**config.mk**
```make
export PLATFORM = sky130hd
export DESIGN_NAME = gpio_unit_flat
export DESIGN_NICKNAME = d
export VERILOG_FILES = /design/src/rtl/gpio_unit_if.sv /design/src/rtl/gpio_unit.sv /design/src/flat_wrapper.sv
export SDC_FILE = /design/constraint.sdc
export NUM_CORES = 1
export LEC_CHECK = 0
export ABC_AREA = 0
export BUFFER_PORTS_ARGS = -buffer_cell sky130_fd_sc_hd__buf_4
export CAP_MARGIN = 20
export CORE_ASPECT_RATIO = 1.5
export CORE_UTILIZATION = 39
export CTS_CLUSTER_DIAMETER = 200
export DETAILED_ROUTE_END_ITERATION = 8
export GPL_TIMING_DRIVEN = 0
export HOLD_SLACK_MARGIN = 0.03
export PLACE_DENSITY = 0.62
export SLEW_MARGIN = 20
export SYNTH_ARGS = -nofsm -noshare
export SYNTH_HDL_FRONTEND = slang
export SYNTH_SLANG_ARGS = --single-unit
export TNS_END_PERCENT = 20
```
**constraint.sdc**
```tcl
create_clock -name clk -period 6.3 [get_ports clk]
set_input_delay 0.945 -clock clk [delete_from_list [all_inputs] [get_ports clk]]
set_output_delay 0.945 -clock clk [all_outputs]
set_load 0.02 [all_outputs]
```
**src/rtl/gpio_unit_if.sv**
```systemverilog
// CPU data-bus port of the GPIO block: chip enable, read/byte-write strobes, word address, data.
// The master drives the request; the slave returns rdata combinationally.
interface gpio_unit_if #(
  parameter int ADDR_WIDTH = 4
);
  logic                  ce;
  logic                  re;
  logic [3:0]            we;
  logic [ADDR_WIDTH-1:0] addr;
  logic [31:0]           wdata;
  logic [31:0]           rdata;

  modport master (output ce, re, we, addr, wdata, input rdata);
  modport slave  (input ce, re, we, addr, wdata, output rdata);
endinterface

```
**src/rtl/gpio_unit.sv**
```systemverilog
// Memory-mapped GPIO: out/dir regs, 2-flop sync, prescaled debounce, edge capture, level irq.
// Writes land on the clock edge, reads are zero-latency combinational; never stalls the bus.
module gpio_unit #(
  parameter int WIDTH      = 32,
  parameter int DB_WIDTH   = 16,
  parameter int ADDR_WIDTH = 4
) (
  input  logic             clk,
  input  logic             rst_n,
  gpio_unit_if.slave       bus,
  input  logic [WIDTH-1:0] gpio_in,
  output logic [WIDTH-1:0] gpio_out,
  output logic [WIDTH-1:0] gpio_oe,
  output logic             irq
);

  logic [ADDR_WIDTH-1:0] addr;
  logic [31:0]           idx;
  logic [31:0]           lane;
  logic [31:0]           wd;
  logic                  wr;

  assign addr = bus.addr;
  assign idx  = 32'(addr);
  assign lane = {{8{bus.we[3]}}, {8{bus.we[2]}}, {8{bus.we[1]}}, {8{bus.we[0]}}};
  assign wd   = bus.wdata & lane;
  assign wr   = bus.ce & (|bus.we);

  logic wr_dout, wr_dir, wr_rise, wr_fall, wr_pend, wr_ien, wr_db, wr_set, wr_clr;
  assign wr_dout = wr && (idx == 32'd0);
  assign wr_dir  = wr && (idx == 32'd1);
  assign wr_rise = wr && (idx == 32'd3);
  assign wr_fall = wr && (idx == 32'd4);
  assign wr_pend = wr && (idx == 32'd5);
  assign wr_ien  = wr && (idx == 32'd6);
  assign wr_db   = wr && (idx == 32'd7);
  assign wr_set  = wr && (idx == 32'd8);
  assign wr_clr  = wr && (idx == 32'd9);

  logic [WIDTH-1:0] lane_w, wd_w;
  assign lane_w = lane[WIDTH-1:0];
  assign wd_w   = wd[WIDTH-1:0];

  logic [WIDTH-1:0]    data_out, dir, rise_en, fall_en, pend, irq_en;
  logic [WIDTH-1:0]    sync1, sync2, sample, stable;
  logic [DB_WIDTH-1:0] db_reload, db_reload_nx, cnt;

  assign db_reload_nx = (db_reload & ~lane[DB_WIDTH-1:0]) | wd[DB_WIDTH-1:0];

  logic             tick;
  logic [WIDTH-1:0] agree, stable_nx, rise, fall, pend_set;

  // A reload write at the terminal count restarts the period instead of ticking.
  always_comb begin
    tick      = (db_reload != '0) && (cnt == '0) && !wr_db;
    agree     = ~(sync2 ^ sample);
    stable_nx = stable;
    if (db_reload == '0)
      stable_nx = sync2;
    else if (tick)
      stable_nx = (stable & ~agree) | (sync2 & agree);
    rise     = ~stable & stable_nx;
    fall     = stable & ~stable_nx;
    pend_set = (rise & rise_en) | (fall & fall_en);
  end

  always_ff @(posedge clk or negedge rst_n) begin
    if (!rst_n) begin
      data_out  <= '0;
      dir       <= '0;
      rise_en   <= '0;
      fall_en   <= '0;
      pend      <= '0;
      irq_en    <= '0;
      db_reload <= '0;
      cnt       <= '0;
      sync1     <= '0;
      sync2     <= '0;
      sample    <= '0;
      stable    <= '0;
    end else begin
      sync1  <= gpio_in;
      sync2  <= sync1;
      stable <= stable_nx;
      if (tick)
        sample <= sync2;

      if (wr_db) begin
        db_reload <= db_reload_nx;
        cnt       <= db_reload_nx;
      end else if (cnt == '0) begin
        cnt <= db_reload;
      end else begin
        cnt <= cnt - DB_WIDTH'(1);
      end

      if (wr_dout)
        data_out <= (data_out & ~lane_w) | wd_w;
      else if (wr_set)
        data_out <= data_out | wd_w;
      else if (wr_clr)
        data_out <= data_out & ~wd_w;

      if (wr_dir)  dir     <= (dir & ~lane_w) | wd_w;
      if (wr_rise) rise_en <= (rise_en & ~lane_w) | wd_w;
      if (wr_fall) fall_en <= (fall_en & ~lane_w) | wd_w;
      if (wr_ien)  irq_en  <= (irq_en & ~lane_w) | wd_w;

      // New edges beat a simultaneous W1C on the same bit.
      pend <= (pend & ~(wr_pend ? wd_w : '0)) | pend_set;
    end
  end

  logic [31:0] rd;
  always_comb begin
    rd = '0;
    if (bus.ce && bus.re) begin
      case (idx)
        32'd0:   rd[WIDTH-1:0]    = data_out;
        32'd1:   rd[WIDTH-1:0]    = dir;
        32'd2:   rd[WIDTH-1:0]    = stable;
        32'd3:   rd[WIDTH-1:0]    = rise_en;
        32'd4:   rd[WIDTH-1:0]    = fall_en;
        32'd5:   rd[WIDTH-1:0]    = pend;
        32'd6:   rd[WIDTH-1:0]    = irq_en;
        32'd7:   rd[DB_WIDTH-1:0] = db_reload;
        default: rd = '0;
      endcase
    end
  end

  assign bus.rdata = rd;
  assign gpio_out  = data_out;
  assign gpio_oe   = dir;
  assign irq       = |(pend & irq_en);

endmodule

```
**src/flat_wrapper.sv**
```systemverilog
// flat-port wrapper written by rule: the top's interface ports become plain ports
module gpio_unit_flat 
#(
  parameter int WIDTH      = 32,
  parameter int DB_WIDTH   = 16,
  parameter int ADDR_WIDTH = 4
)
  (clk, rst_n, gpio_in, gpio_out, gpio_oe, irq, bus_ce, bus_re, bus_we, bus_addr, bus_wdata, bus_rdata);
  gpio_unit_if #(.ADDR_WIDTH(ADDR_WIDTH)) bus_i ();
  input  logic clk;
  input  logic rst_n;
  input  logic [WIDTH-1:0] gpio_in;
  output logic [WIDTH-1:0] gpio_out;
  output logic [WIDTH-1:0] gpio_oe;
  output logic irq;
  input wire logic [$bits(bus_i.ce)-1:0] bus_ce;
  input wire logic [$bits(bus_i.re)-1:0] bus_re;
  input wire logic [$bits(bus_i.we)-1:0] bus_we;
  input wire logic [$bits(bus_i.addr)-1:0] bus_addr;
  input wire logic [$bits(bus_i.wdata)-1:0] bus_wdata;
  output wire logic [$bits(bus_i.rdata)-1:0] bus_rdata;
  assign bus_i.ce = bus_ce;
  assign bus_i.re = bus_re;
  assign bus_i.we = bus_we;
  assign bus_i.addr = bus_addr;
  assign bus_i.wdata = bus_wdata;
  assign bus_rdata = bus_i.rdata;
  gpio_unit #(.WIDTH(WIDTH), .DB_WIDTH(DB_WIDTH), .ADDR_WIDTH(ADDR_WIDTH)) u_core (.clk(clk), .rst_n(rst_n), .bus(bus_i), .gpio_in(gpio_in), .gpio_out(gpio_out), .gpio_oe(gpio_oe), .irq(irq));
endmodule
```
=== After elaboration in Yosys (flattened, before gate mapping) ===
Index checks and enable logic that the tools add are counted.

* Memories kept: 0
* ROM bits: 0
* Memory bits (writable): 0
* Register bits: 352
* Input port bits: 76
* Bits in latches: 0

* Shifts and indexed selects: 0
* Multipliers: 0
* Bitwise operators: 36
* Magnitude comparators: 0
* $add $sub $neg: 1
* Equality and inequality tests: 9
* Muxes and demuxes: 11
* Reductions and logical operators: 20
* Divide/modulo/power cells: 0

{| class="wikitable"
|+ Operator list
! operator !! count
|-
| 32-bit AND || 15
|-
| 32-bit bitwise OR || 9
|-
| 32-bit 2-to-1 mux || 7
|-
| 32-bit inverter || 7
|-
| 16-bit one-hot mux with 8 select lines || 1
|-
| 16-bit one-hot mux with 7 select lines || 1
|-
| 16-bit zero test || 2
|-
| 32-bit zero test || 1
|-
| 16-bit 2-to-1 mux || 2
|-
| 32-bit OR reduction || 1
|-
| 32-bit XOR || 1
|-
| 16-bit AND || 1
|-
| 4-bit by 3-bit == test with 1-bit output, second input constant || 4
|-
| 16-bit inverter || 1
|-
| 16-bit bitwise OR || 1
|-
| 16-bit nonzero test || 1
|-
| 16-bit by 1-bit subtractor with 16-bit output, second input constant || 1
|-
| 1-bit logical AND || 12
|-
| 4-bit by 2-bit == test with 1-bit output, second input constant || 2
|-
| 4-bit == test, second input constant || 2
|-
| 4-bit by 1-bit == test with 1-bit output, second input constant || 1
|-
| 4-bit OR reduction || 1
|-
| 3-bit nonzero test || 1
|-
| 1-bit AND || 1
|-
| 1-bit zero test || 1
|}

=== Depth between registers and ports, before layout ===
* Depth in word-level cells: 12
* Mapped depth: 9
* Depth with buffers taken out: 6

=== Worst setup path before layout ===
OpenSTA, ideal clock, no wires.

* Path kind: input to output
* From: in bus_addr[3]
* To: out bus_rdata[13]
* Stages: 6
* Setup slack: 2.650 ns
* Arrival time: 2.705 ns
* Path buffers: 3
* Data required time: 5.355 ns
* Cells stage by stage: buf_1 nor4b_1 buf_2 buf_2 a22oi_1 a31oi_1

* Longest elaborated chain between the ends: 3
* Elaborated cells on any way between the ends: 10

{| class="wikitable"
|+ Ends and longest elaborated chain
! element !! line !! source
|-
| start, declared || flat_wrapper.sv:19 || <nowiki>input wire logic [$bits(bus_i.addr)-1:0] bus_addr;</nowiki>
|-
| 32-bit zero test (tied with other cells) || gpio_unit.sv:118 || <nowiki>case (idx)</nowiki>
|-
| 16-bit one-hot mux with 8 select lines * || gpio_unit.sv:118 ||
|-
| 32-bit 2-to-1 mux * || gpio_unit.sv:117 || <nowiki>if (bus.ce && bus.re) begin</nowiki>
|-
| end, declared || flat_wrapper.sv:21 || <nowiki>output wire logic [$bits(bus_i.rdata)-1:0] bus_rdata;</nowiki>
|}

Mark *: on every way between the ends. The rest lies on a longest branch, timed or not.

=== Worst setup path after layout ===
* From: in bus_addr[0]
* To: out bus_rdata[3]

Same word-level chain as after synthesis.

==> results.toml <==
[clocking]
clockRootBuffer = "clkbuf_16"
clock_sinks = 352
h-tree-depth = 2
holdBufCountCts = 0
clockBufferDepth = 3
cts_resized = 0
clkLatencyLatePin_ns = 0.54
numCtsBuffers = 37
cts_tree = "done"
cts_setup_buffers = 0
clkTransAtPathRegs_ns = 0.06

[worst_setup_path]
rr_worst_depth = 6
r2r_setup_slack_ns = 2.91
cp-end-kind = "output pin"
crit_buf_inv = 4
cpMaxStageDelayCell = "clkbuf_1"
path_common_cell = "clkbuf_1"
critPathLaunchType = "primary input"
crit_required_ns = 5.35
worstPathArrival_ns = 4.25
r2r_end = "u_core.pend[26]"
cp_max_fo = 10
r2r_start = "u_core.db_reload[3]"
crit_chain = "clkbuf_1, clkbuf_1, nor4_2, clkbuf_1, a221oi_1, a31oi_1, buf_4"
crit_cells = 7
critPathTopFamily = "buffers and inverters"
max_stage_delay_ns = 0.97
critical_path_class = "in -> out"

[timing]
period_share_pct = 82.5
fin_skew_ns = 0.0207
tns_ns = 0
holdWs_ns = 0.230
finalSetupViolCount = 0
max_freq_ghz = 0.193
hold_viol_final = 0
tightest_slew_ns = 1.25
period_minus_slack_ns = 5.19
rsz0062_at_grt = "false"
final_max_slew_viol_count = 0
relSlewSlack_pct = 16.6

[run]
cap_violations = 0

[logic_synthesis]
synth_cell_types = 66
async_reset_ff_share_pct = 100
yosys-top-cells-area = "dfrtp_1 52%, mux2_2 9.1%, a22oi_1 3.5%"
synth_ff_type = "dfrtp_1"
netlist_instances = 1525
ys_seq_elements = 352
synth_edf_count = 0
synth_warnings = 0
synth.avg_cell_area_um2 = 11.2
yosysSeqAreaShare_pct = 51.7
yosys.area.top_type = "dfrtp_1"
syn_nets = 1602
yosysTopAreaCellShare_pct = 51.7
syn_area_um2 = 17100

[pwr]
swShare_pct = 30.3
power_switching_mw = 1.93
p_comb_share_pct = 16.8
power.internal_mw = 4.43
power.share.sequential_pct = 45.9
ir_drop_v = 0.000172
leakage_nw = 8.94
power_mw = 6.36
p_per_area_nw_per_um2 = 310
clkPwrFrac_pct = 37.3

[place]
place_area_um2 = 19200
dp_hpwl_um = 49600
gp_congestion = 0.968
port_buffers = 170

[layout]
layout.area.seq_um2 = 8810
finalNetCount = 1817
layout-drive-gt1-share_pct = 25.9
layout_common_cells = "352 x dfrtp_1, 174 x buf_4, 138 x mux2_2"
multi_input_area_um2 = 7510
post-route-util_pct = 47.6
layout.cells.most_common = "dfrtp_1"
final.fill_count = 4063
synthToLayoutAreaGrowth_pct = 20.2
final_area_um2 = 20500

[routing]
drcViolationCount = 0
drt_iter0_markers = 1797
routed_wl_um = 69800
drt.antenna.violating_nets = 0
routed_via_density = 6.46
via_count = 15100
drt_first_pass_iters = 6
wl_per_cell_um = 29.9

[min_path]
hp-class = "in -> async"

[global_routing]
grt_pass1_wl_um = 102000
track_usage_pct = 31.2
grt_pass1_vias = 15200
grt_max_degree = 97
grt-ovfl-total = 0
grt_use_met3_pct = 6.68
grt-busiest-layer = "met2"
antenna_found_initial = 0
use_met1_pct = 36.6
grt_use_met2_pct = 50.3

[floorplanning]
die_y_um = 258
ios = 173
start_util_pct = 39.6
rows = 93
die_w_um = 173
core_um2 = 43100
design.die.area_um2 = 44600

[run_status]
run_status = "complete, no violations"
cells in the mapped netlist, types with 6 or more instances:
cell,instances
nor4_1,9
nand4_1,8
a32oi_1,33
clkbuf_1,87
o22a_1,19
nor2_1,26
a221oi_1,23
a21o_1,33
a22o_1,16
a31oi_1,32
a21oi_1,70
nor3_1,6
a41oi_1,50
nand3b_1,44
nand2_1,93
o21ba_2,12
nor2b_1,7
o221a_2,32
inv_1,81
nand2b_1,12
o21ai_0,82
xor2_1,7
dfrtp_1,352
mux2_1,30
nand3_1,6
o22ai_1,33
a22oi_1,80
a222oi_1,16
buf_2,21
mux2_2,138
area by class of cell:
type                            count  area share (%)
Antenna cell                        2          0.0244
Inverter                           81            1.48
Buffer                            114            2.27
Sequential cell                   352            43.0
Multi-Input combinational cell    978            36.7
Clock buffer                       51            5.11
Clock inverter                     13            1.13
Tap cell                          570            3.48
Timing Repair Buffer              176            6.87
worst max path at each step:
stage	slack, ns	to	startpoint
4_1_cts	1.22	bus_rdata[12]	bus_addr[3]
3_5_place_dp	1.23	bus_rdata[12]	bus_addr[3]
5_1_grt	1.05	bus_rdata[1]	bus_addr[2]
2_1_floorplan	2.65	bus_rdata[13]	bus_addr[3]
3_3_place_gp	0.80	bus_rdata[13]	bus_addr[3]
6_report	1.11	bus_rdata[3]	bus_addr[0]
per-layer routing:
metal,wire length (µm),share of wire (%)
met2,32700,47
met5,0,0
met4,5590,8.0
met1,25500,37
met3,6090,8.7
worst reg2reg max path: cells and delay by family (launching register included):
family,cells,cell delay [ns]
compound gates,3,0.69
buf+inv,2,1.35
flops,1,0.44
simple gates,1,0.84
cell families (layout without fill, tap and decap cells):
group / Yosys count / in the layout / synth area share [%]
AOI/OAI and AO/OA: 555 / 555 / 24.1
xor gates and xnor gates: 11 / 11 / 0.565
adders and majority gates: 1 / 1 / 0.0734
buffers and inverters: 195 / 435 / 4.51
DFF: 352 / 352 / 51.7
muxes: 169 / 169 / 11.2
other: 0 / 2 / 0
and+or+nand+nor: 242 / 242 / 7.93
power by group through the flow:
stage	sequential (mW)	clock, mW	combinational (mW)
finish	2.92	2.37	1.07
global placement	2.93	0	1.02
global route	2.94	2.48	1.14
floorplan	2.91	0	0.491
detailed placement	2.94	0	1.06
CTS	2.90	2.40	1.06
stage by stage:
step | instances | worst slack [ns]
final | 2337 | 1.11
after global routing | 2335 | 1.05
after CTS | 2335 | 1.22
after detailed placement | 2271 | 1.23
after global placement | 2265 | 0.799
after floorplan | 1525 | 2.65
Power figures use the tool's default switching activity.
